<file path="config.mk">
export PLATFORM = sky130hd
export DESIGN_NAME = fifo_wr_arbiter
export DESIGN_NICKNAME = d
export VERILOG_FILES = /design/src/rtl/fifo_arb_pkg.sv /design/src/rtl/rr_arbiter.sv /design/src/rtl/fifo_wr_arbiter.sv
export SDC_FILE = /design/constraint.sdc
export NUM_CORES = 1
export LEC_CHECK = 0
export CAP_MARGIN = 20
export CORE_ASPECT_RATIO = 0.8
export CORE_MARGIN = 1
export CORE_UTILIZATION = 38
export DETAILED_ROUTE_END_ITERATION = 8
export HOLD_SLACK_MARGIN = 0.03
export PLACE_DENSITY = 0.85
export SLEW_MARGIN = 20
export SYNTH_ARGS = -nofsm -noshare
export SYNTH_HDL_FRONTEND = slang
export SYNTH_SLANG_ARGS = --single-unit
</file>
<file path="constraint.sdc">
create_clock -name wr_clk -period 4.4 [get_ports wr_clk]
set_input_delay 1.1 -clock wr_clk [delete_from_list [all_inputs] [get_ports wr_clk]]
set_output_delay 1.1 -clock wr_clk [all_outputs]
set_load 0.02 [all_outputs]
</file>
<file path="src/rtl/fifo_arb_pkg.sv">
// Shared types and helpers for the FIFO write-port arbiter.
// Also defines the statistics counter width that is used when FIFO_WR_ARB_STATS_EN is defined.
package fifo_arb_pkg;

  typedef enum logic {
    IDLE  = 1'b0,
    GRANT = 1'b1
  } arb_state_e;

  localparam int STAT_WIDTH = 16;

  // Next round-robin position after idx, wrapping at n.
  function automatic int rr_next(input int idx, input int n);
    return (idx + 1 >= n) ? 0 : idx + 1;
  endfunction

endpackage

</file>
<file path="src/rtl/rr_arbiter.sv">
// Combinational round-robin picker.
// Returns the first set request scanning upward from rr_ptr_i, wrapping around.
module rr_arbiter
  import fifo_arb_pkg::*;
#(
  parameter int NUM_REQ = 4,
  localparam int IDX_W  = $clog2(NUM_REQ)
) (
  input  logic [NUM_REQ-1:0] req_i,
  input  logic [IDX_W-1:0]   rr_ptr_i,
  output logic               any_req_o,
  output logic [IDX_W-1:0]   winner_o
);

  int idx;

  // Scan from the farthest offset down so the closest one to rr_ptr_i wins.
  always_comb begin
    any_req_o = |req_i;
    winner_o  = '0;
    idx       = 0;
    for (int k = NUM_REQ - 1; k >= 0; k--) begin
      idx = int'(rr_ptr_i) + k;
      if (idx >= NUM_REQ) idx = idx - NUM_REQ;
      if (req_i[IDX_W'(idx)]) winner_o = IDX_W'(idx);
    end
  end

endmodule

</file>
<file path="src/rtl/fifo_wr_arbiter.sv">
// Round-robin, burst-limited arbiter sharing one async-FIFO write port among NUM_REQ requesters.
// Define FIFO_WR_ARB_STATS_EN to add saturating per-requester beat and stall counters.
module fifo_wr_arbiter
  import fifo_arb_pkg::*;
#(
  parameter int NUM_REQ    = 4,
  parameter int DATA_WIDTH = 8,
  parameter int MAX_BURST  = 4,
  localparam int IDX_W     = $clog2(NUM_REQ)
) (
  input  logic                          wr_clk,
  input  logic                          rst,
  input  logic [NUM_REQ-1:0]            req_valid,
  input  logic [NUM_REQ*DATA_WIDTH-1:0] req_data,
  input  logic [NUM_REQ-1:0]            req_last,
  output logic [NUM_REQ-1:0]            req_ready,
  input  logic                          fifo_full,
  output logic                          fifo_wr_en,
  output logic [DATA_WIDTH-1:0]         fifo_wr_data,
  output logic [IDX_W-1:0]              grant_id,
  output logic                          busy
`ifdef FIFO_WR_ARB_STATS_EN
  ,
  output logic [NUM_REQ*STAT_WIDTH-1:0] beat_count,
  output logic [STAT_WIDTH-1:0]         stall_count
`endif
);

  localparam int BC_W = $clog2(MAX_BURST + 1);

  arb_state_e        state_q, state_d;
  logic [IDX_W-1:0]  rr_ptr_q, rr_ptr_d;
  logic [IDX_W-1:0]  grant_q, grant_d;
  logic [BC_W-1:0]   beat_cnt_q, beat_cnt_d;

  logic                  any_req;
  logic [IDX_W-1:0]      winner;
  logic                  in_grant, sel_valid, sel_last, xfer, release_grant;
  logic [DATA_WIDTH-1:0] words [NUM_REQ];

  for (genvar g = 0; g < NUM_REQ; g++) begin : g_words
    assign words[g] = req_data[g*DATA_WIDTH +: DATA_WIDTH];
  end

  rr_arbiter #(.NUM_REQ(NUM_REQ)) u_rr (
    .req_i     (req_valid),
    .rr_ptr_i  (rr_ptr_q),
    .any_req_o (any_req),
    .winner_o  (winner)
  );

  always_ff @(posedge wr_clk) begin
    if (rst) begin
      state_q    <= IDLE;
      rr_ptr_q   <= '0;
      grant_q    <= '0;
      beat_cnt_q <= '0;
    end else begin
      state_q    <= state_d;
      rr_ptr_q   <= rr_ptr_d;
      grant_q    <= grant_d;
      beat_cnt_q <= beat_cnt_d;
    end
  end

  // Reset gates the handshake combinationally so no beat moves in the reset cycle.
  always_comb begin
    in_grant      = (state_q == GRANT) && !rst;
    sel_valid     = req_valid[grant_q];
    sel_last      = req_last[grant_q];
    xfer          = in_grant && sel_valid && !fifo_full;
    release_grant = (xfer && (sel_last || beat_cnt_q == BC_W'(MAX_BURST - 1))) || !sel_valid;

    fifo_wr_en   = xfer;
    fifo_wr_data = in_grant ? words[grant_q] : '0;
    req_ready    = (in_grant && !fifo_full) ? ({{(NUM_REQ-1){1'b0}}, 1'b1} << grant_q) : '0;
    busy         = in_grant;
    grant_id     = grant_q;

    state_d    = state_q;
    rr_ptr_d   = rr_ptr_q;
    grant_d    = grant_q;
    beat_cnt_d = beat_cnt_q;

    unique case (state_q)
      IDLE: begin
        if (any_req) begin
          state_d    = GRANT;
          grant_d    = winner;
          beat_cnt_d = '0;
        end
      end
      GRANT: begin
        if (xfer) beat_cnt_d = beat_cnt_q + BC_W'(1);
        if (release_grant) begin
          state_d    = IDLE;
          rr_ptr_d   = IDX_W'(rr_next(int'(grant_q), NUM_REQ));
          beat_cnt_d = '0;
        end
      end
      default: state_d = IDLE;
    endcase
  end

`ifdef FIFO_WR_ARB_STATS_EN
  logic [STAT_WIDTH-1:0] stall_q;

  function automatic logic [STAT_WIDTH-1:0] sat_inc(input logic [STAT_WIDTH-1:0] v);
    return (&v) ? v : v + STAT_WIDTH'(1);
  endfunction

  for (genvar g = 0; g < NUM_REQ; g++) begin : g_stats
    logic [STAT_WIDTH-1:0] beats_q;
    always_ff @(posedge wr_clk) begin
      if (rst)                                    beats_q <= '0;
      else if (xfer && grant_q == IDX_W'(g))      beats_q <= sat_inc(beats_q);
    end
    assign beat_count[g*STAT_WIDTH +: STAT_WIDTH] = beats_q;
  end

  always_ff @(posedge wr_clk) begin
    if (rst)                                stall_q <= '0;
    else if (in_grant && sel_valid && fifo_full) stall_q <= sat_inc(stall_q);
  end

  assign stall_count = stall_q;
`endif

endmodule
</file>
==> impl_metrics.json, run 1 <==
{
  "crit-reg2reg-launch": "grant_id[0]",
  "dieArea_sq_um": 2490,
  "period_share_pct": 92.6,
  "synth_top_area_share_pct": 23.3,
  "p_int_uw": 186,
  "cts_buffers": 3,
  "holdPathStages": 1,
  "grt_max_degree": 18,
  "p_comb_share_pct": 46.5,
  "drc_errors": 0,
  "syn_avg_cell_area_sq_um": 9.47,
  "syn_nets": 141,
  "clockPowerShare_pct": 20.6,
  "core_sq_um": 2160,
  "synthDistinctLibCells": 27,
  "grt_pass1_vias": 871,
  "setup_viol": 0,
  "yosysWarnings": 0,
  "insertion_delay_ps": 250,
  "cts_hold_buf": 0,
  "power.density_nw_per_um2": 177,
  "worstSetupEndpointType": "output pin",
  "post-place-ws_ps": 326,
  "vias": 928,
  "post-cts-setup-buffer-count": 0,
  "areaGrowthSynthToFinish_pct": 71.4,
  "synth_area_sq_um": 871,
  "diodes": 0,
  "max_stage_delay_ps": 610,
  "grt_pass1_wl_um": 4130,
  "hold_viol_final": 0,
  "antenna_left": 0,
  "fill_cells": 176,
  "cp_data_required_time_ps": 3300,
  "drtIter0Drc": 34,
  "synthCells": 92,
  "r2r-end": "rr_ptr_q[1]",
  "crit_fanout": 10,
  "drt_wl_total_um": 2610,
  "layout.nets": 201,
  "p_leak_uw": 0.000557,
  "final.setup.worst_slack_ps": 325,
  "swShare_pct": 29.5,
  "cts_resized": 0,
  "power_uw": 264,
  "row_count": 15,
  "track_usage_pct": 21.8,
  "synth_common_cells": "nor2b_1, inv_1, mux4_2",
  "relSlewSlack_pct": 44.1,
  "r2r_slack_ps": 2460,
  "synth.most_common_cell": "nor2b_1",
  "drive_gt1_share_pct": 10.7,
  "cts_sinks": 8,
  "start_kind": "primary input",
  "cts_tree": "yes",
  "cp_slowest_cell": "clkdlybuf4s50_1",
  "synth_seq_cells": 8,
  "wl_per_cell_um": 14.9,
  "gp_congestion": 0.793,
  "dp_hpwl_um": 2220,
  "clk_pin_slew_ps": 50,
  "io_pins": 59,
  "layout.cells.non_filler": 175,
  "tightestPinTransition_ps": 838,
  "power.switching_uw": 77.7,
  "tns_ps": 0,
  "die_w_um": 55.5,
  "cpLargestDelayFamily": "buffers and inverters",
  "reg2regPathDepth": 4,
  "grt_overflow_total": 0,
  "fin_crit_ps": 4070,
  "die_h_um": 44.8,
  "cp.arrival_ps": 2970,
  "hold_slack_ps": 475,
  "max_cap_violations": 0,
  "path_common_cell": "clkdlybuf4s50_1",
  "fmax_ghz": 0.245,
  "outcome": "completed",
  "slew_violations": 0,
  "port_buffers": 58,
  "synth_flop_cell": "dfxtp_1",
  "netlist_top_cells_area": "mux4_2, dfxtp_1, ha_1, nor2b_1, inv_1",
  "drt_pass1_iterations": 8,
  "cts-htree-levels": 1,
  "cp_cell_sequence": "clkdlybuf4s50_1 -> nor3b_1 -> and2_1 -> clkdlybuf4s50_1",
  "synth_area_leader_cell": "mux4_2",
  "worstSetupPathType": "primary input to output pin",
  "synth-edff-count": 0,
  "antenna_found_initial": 0,
  "dp_cells": 172,
  "clockBufferDepth": 2,
  "peakVddDrop_v": 0.000233,
  "seqPwrFrac_pct": 32.9,
  "crit_buf_inv": 2,
  "finClkSkew_ps": 6.93,
  "yosysSeqAreaShare_pct": 18.4,
  "hold_class": "flop to flop",
  "start_util_pct": 40.3,
  "root_buffer": "clkbuf_4",
  "holdPathEnd": "beat_cnt_q[2]",
  "rsz0062_at_grt": "false",
  "synthArstFlopShare_pct": 0,
  "drt-vias-per-instance": 5.30,
  "hp-start": "beat_cnt_q[2]"
}
cell families (layout without fill, tap and decap cells):
logic type | after synthesis | after routing | synth area share [%]
compound gates | 23 | 23 | 20.8
flops | 8 | 8 | 18.4
fa+ha+maj | 6 | 6 | 8.62
simple gates | 30 | 30 | 20.0
mux | 11 | 11 | 25.6
buf+inv | 14 | 72 | 6.61
state kept, by name, summed over array words and instances, names as in the netlist:
register    cells
rr_ptr_q        2
beat_cnt_q      3
grant_id        2
state_q         1
routing by layer:
layer / share of wire [%] / routed length [um] / track usage [%]
met5: 0 / 0 / 0
met4: 0.38 / 10 / 1.00
met3: 3.8 / 99 / 6.02
met2: 52 / 1360 / 42.7
met1: 43 / 1130 / 25.4
area by class of cell:
class / instances / area [sq um] / share of cell area (%)
multi-input cells: 70 / 653 / 43.8
repair buffers: 59 / 588 / 39.4
flip-flops and latches: 8 / 160 / 10.7
inverters: 10 / 37.5 / 2.51
well taps: 25 / 31.3 / 2.10
clock buffers: 3 / 22.5 / 1.51
worst max-delay path by stage:
stage	cells after the start	end	startpoint	slack, ps
3_5_place_dp	4	fifo_wr_en	rst	330
3_3_place_gp	4	fifo_wr_en	rst	380
2_1_floorplan	3	fifo_wr_en	rst	1440
5_1_grt	4	fifo_wr_en	rst	180
4_1_cts	4	fifo_wr_en	rst	330
6_report	4	fifo_wr_en	rst	330
cells in the final DEF (no fill, tap or decap):
| cell | n |
|---|---|
| clkdlybuf4s50_1 | 58 |
| nor2b_1 | 11 |
| a21oi_1 | 6 |
| and2_1 | 5 |
| o21ai_0 | 3 |
| buf_4 | 1 |
| nand2b_1 | 2 |
| a211oi_2 | 1 |
| a221oi_2 | 1 |
| nand2_1 | 4 |
| nor3b_1 | 2 |
| mux2i_1 | 2 |
| a2bb2o_4 | 1 |
| clkbuf_4 | 3 |
| mux4_2 | 9 |
| a211o_1 | 1 |
| nor3_1 | 1 |
| ha_1 | 6 |
| o211ai_1 | 1 |
| a21o_1 | 4 |
| o221ai_1 | 2 |
| nor2_1 | 3 |
| inv_1 | 10 |
| a22oi_1 | 1 |
| dfxtp_1 | 8 |
| or3b_1 | 1 |
| o2bb2ai_1 | 1 |
| or3_1 | 1 |
| o41ai_1 | 1 |
power groups by stage:
stage | sequential, uW | combinational, uW | clock (uW)
after floorplan | 84.6 | 65.0 | 0
after global placement | 88.0 | 119 | 0
after detailed placement | 88.5 | 123 | 0
after CTS | 86.9 | 123 | 57.1
after global routing | 88.1 | 132 | 60.8
final | 86.7 | 123 | 54.3
through the flow:
step / utilization, % / cell area, sq um
final: 69.2 / 1490
after detailed placement: 68.1 / 1470
after floorplan: - / 871
after global routing: 69.2 / 1490
after global placement: 68.1 / 1470
after CTS: 69.2 / 1490
Power figures use the tool's default switching activity.
==> run 2, diff against run 1 <==
--- a/config.mk
+++ b/config.mk
@@ -5,13 +5,17 @@
 export SDC_FILE = /design/constraint.sdc
 export NUM_CORES = 1
 export LEC_CHECK = 0
+export ABC_AREA = 1
 export CAP_MARGIN = 20
+export CELL_PAD_IN_SITES_DETAIL_PLACEMENT = 0
+export CELL_PAD_IN_SITES_GLOBAL_PLACEMENT = 1
 export CORE_ASPECT_RATIO = 0.8
 export CORE_MARGIN = 1
-export CORE_UTILIZATION = 38
+export CORE_UTILIZATION = 25
 export DETAILED_ROUTE_END_ITERATION = 8
+export GPL_TIMING_DRIVEN = 0
 export HOLD_SLACK_MARGIN = 0.03
-export PLACE_DENSITY = 0.85
+export PLACE_DENSITY_LB_ADDON = 0.1
 export SLEW_MARGIN = 20
 export SYNTH_ARGS = -nofsm -noshare
 export SYNTH_HDL_FRONTEND = slang
==> impl_metrics.json, run 2 <==
{
  "start_kind": "primary input",
  "final_cell_mix": "clkdlybuf4s50_1, nor2_1, nand2_1",
  "largest_register": "beat_cnt_q",
  "core_sq_um": 3570,
  "vias": 1251,
  "crit_fanout": 9,
  "antenna_found_initial": 0,
  "start_util_pct": 27.3,
  "tightestPinTransition_ps": 489,
  "dieArea_sq_um": 4150,
  "drt-vias-per-instance": 4.37,
  "period_share_pct": 91.3,
  "cts_tree": "yes",
  "p_leak_uw": 0.000713,
  "port_buffers": 58,
  "synth_seq_cells": 8,
  "relSlewSlack_pct": 67.4,
  "synth_common_cells": "nor2_1, nand2_1, inv_1, o21ai_0, a21oi_1",
  "fin_crit_ps": 4020,
  "wl_met2_um": 1250,
  "r2r_slack_ps": 2700,
  "hold_viol_final": 0,
  "worstSetupPathType": "primary input to output pin",
  "synth-edff-count": 0,
  "crit_buf_inv": 4,
  "syn_nets": 232,
  "yosysWarnings": 0,
  "drc_errors": 0,
  "worstSetupEndpointType": "output pin",
  "rsz0062_at_grt": "false",
  "clockPowerShare_pct": 20.5,
  "post-cts-setup-buffer-count": 0,
  "crit-reg2reg-launch": "grant_id[0]",
  "wl_met3_um": 123,
  "fmax_ghz": 0.249,
  "clk_pin_slew_ps": 40,
  "cts_buffers": 3,
  "drt_wl_total_um": 3110,
  "cts_hold_buf": 0,
  "synthCells": 183,
  "cts_resized": 0,
  "slew_violations": 0,
  "track_usage_pct": 15.7,
  "synth.most_common_cell": "nor2_1",
  "drive_gt1_share_pct": 6.56,
  "topRoutingLayerUsed": "met3",
  "syn_avg_cell_area_sq_um": 5.33,
  "layout.nets": 295,
  "power.density_nw_per_um2": 258,
  "grt_max_degree": 12,
  "synth_flop_cell": "dfxtp_1",
  "synthDistinctLibCells": 20,
  "wl_met1_um": 1740,
  "root_buffer": "clkbuf_8",
  "cp_data_required_time_ps": 3300,
  "fill_cells": 390,
  "drtIter0Drc": 84,
  "power.switching_uw": 174,
  "fin_area_sq_um": 1650,
  "setup_viol": 0,
  "row_count": 19,
  "cts_sinks": 8,
  "seqPwrFrac_pct": 21.7,
  "cpLargestDelayFamily": "buffers and inverters",
  "synth_area_leader_cell": "nor2_1",
  "grt_pass1_vias": 1152,
  "max_stage_delay_ps": 630,
  "p_comb_share_pct": 57.8,
  "synth_top_area_share_pct": 17.3,
  "yosysSeqAreaShare_pct": 16.4,
  "drt_pass1_iterations": 4,
  "grt_pass1_wl_um": 5190,
  "die_w_um": 71.8,
  "insertion_delay_ps": 230,
  "areaGrowthSynthToFinish_pct": 69.2,
  "final_common_cell": "clkdlybuf4s50_1",
  "netlist_top_cells_area": "nor2_1, dfxtp_1, nand2_1, o21ai_0, a21oi_1",
  "finClkSkew_ps": 2.85,
  "crit_start": "rst",
  "outcome": "completed",
  "dp_hpwl_um": 2480,
  "clockBufferDepth": 2,
  "largest_reg_flops": 3,
  "synthArstFlopShare_pct": 0,
  "antenna_left": 0,
  "die_h_um": 57.8,
  "hold_class": "flop to flop",
  "synth_area_sq_um": 975,
  "swShare_pct": 40.8,
  "cp_slowest_cell": "clkdlybuf4s50_1",
  "max_cap_violations": 0,
  "diodes": 0,
  "gp_congestion": 0.748,
  "grt_overflow_total": 0,
  "io_pins": 59,
  "placed_cell_area_sq_um": 1610,
  "hp-start": "beat_cnt_q[0]",
  "tns_ps": 0,
  "wl_per_cell_um": 10.9,
  "cts-htree-levels": 1,
  "cp.arrival_ps": 2920,
  "cp_cell_sequence": "clkdlybuf4s50_1 -> nor2_2 -> inv_2 -> nor2_4 -> inv_2 -> a21oi_1 -> clkdlybuf4s50_1",
  "peakVddDrop_v": 0.000115,
  "p_int_uw": 252
}
[run 2: per-layer routing]
| metal | GRT usage (%) | up-vias |
|---|---|---|
| li1 | - | 705 |
| met1 | 23.2 | 514 |
| met2 | 24.8 | 32 |
| met3 | 2.78 | 0 |
| met4 | 0.840 | 0 |
| met5 | 0 | - |
[run 2: final timing paths]
path                                       to  depth (start not counted)
worst min register to register  beat_cnt_q[0]                          2
worst max-delay path               fifo_wr_en                          7
worst min-delay path            beat_cnt_q[0]                          2
worst max register to register    rr_ptr_q[1]                          6
[run 2: cell families (layout without fill, tap and decap cells)]
kind of cell	count (synthesis)	after routing	synth area share [%]
and+or+nand+nor	96	96	40.6
AOI/OAI and AO/OA	41	41	21.3
buffers and inverters	32	93	14.0
DFF	8	8	16.4
adders and majority gates	6	6	7.70
[run 2: power by group through the flow]
stage | clock (uW) | combinational, uW | sequential, uW
6_report | 87.5 | 246 | 92.4
5_1_grt | 94.2 | 283 | 93.6
4_1_cts | 90.7 | 248 | 92.2
3_5_place_dp | 0 | 247 | 93.3
3_3_place_gp | 0 | 249 | 93.1
2_1_floorplan | 0 | 149 | 94.6
[run 2: layout make-up]
class / instances / area [sq um] / share of cell area (%)
Multi-Input combinational cell: 143 / 678 / 41.1
Tap cell: 42 / 52.6 / 3.19
Timing Repair Buffer: 58 / 581 / 35.2
Inverter: 25 / 93.8 / 5.69
Clock buffer: 3 / 41.3 / 2.50
Sequential cell: 8 / 160 / 9.71
Buffer: 7 / 42.5 / 2.58
[run 2: stage by stage]
stage | std cells | hold slack (ps) | worst slack [ps] | util [%] | total power (uW)
after floorplan | 183 | 438 | 1320 | - | 244
after global placement | 283 | 457 | 370 | 45.1 | 342
after detailed placement | 283 | 465 | 392 | 45.1 | 341
after CTS | 286 | 473 | 372 | 46.2 | 431
after global routing | 286 | 478 | 284 | 46.2 | 470
final | 286 | 475 | 383 | 46.2 | 426
[run 2: worst reg2reg max path: stages (launching register included)]
cell	delay, ps
dfxtp_1	390
inv_2	110
buf_6	130
clkbuf_1	400
ha_1	320
o21ai_0	180
a21oi_1	50
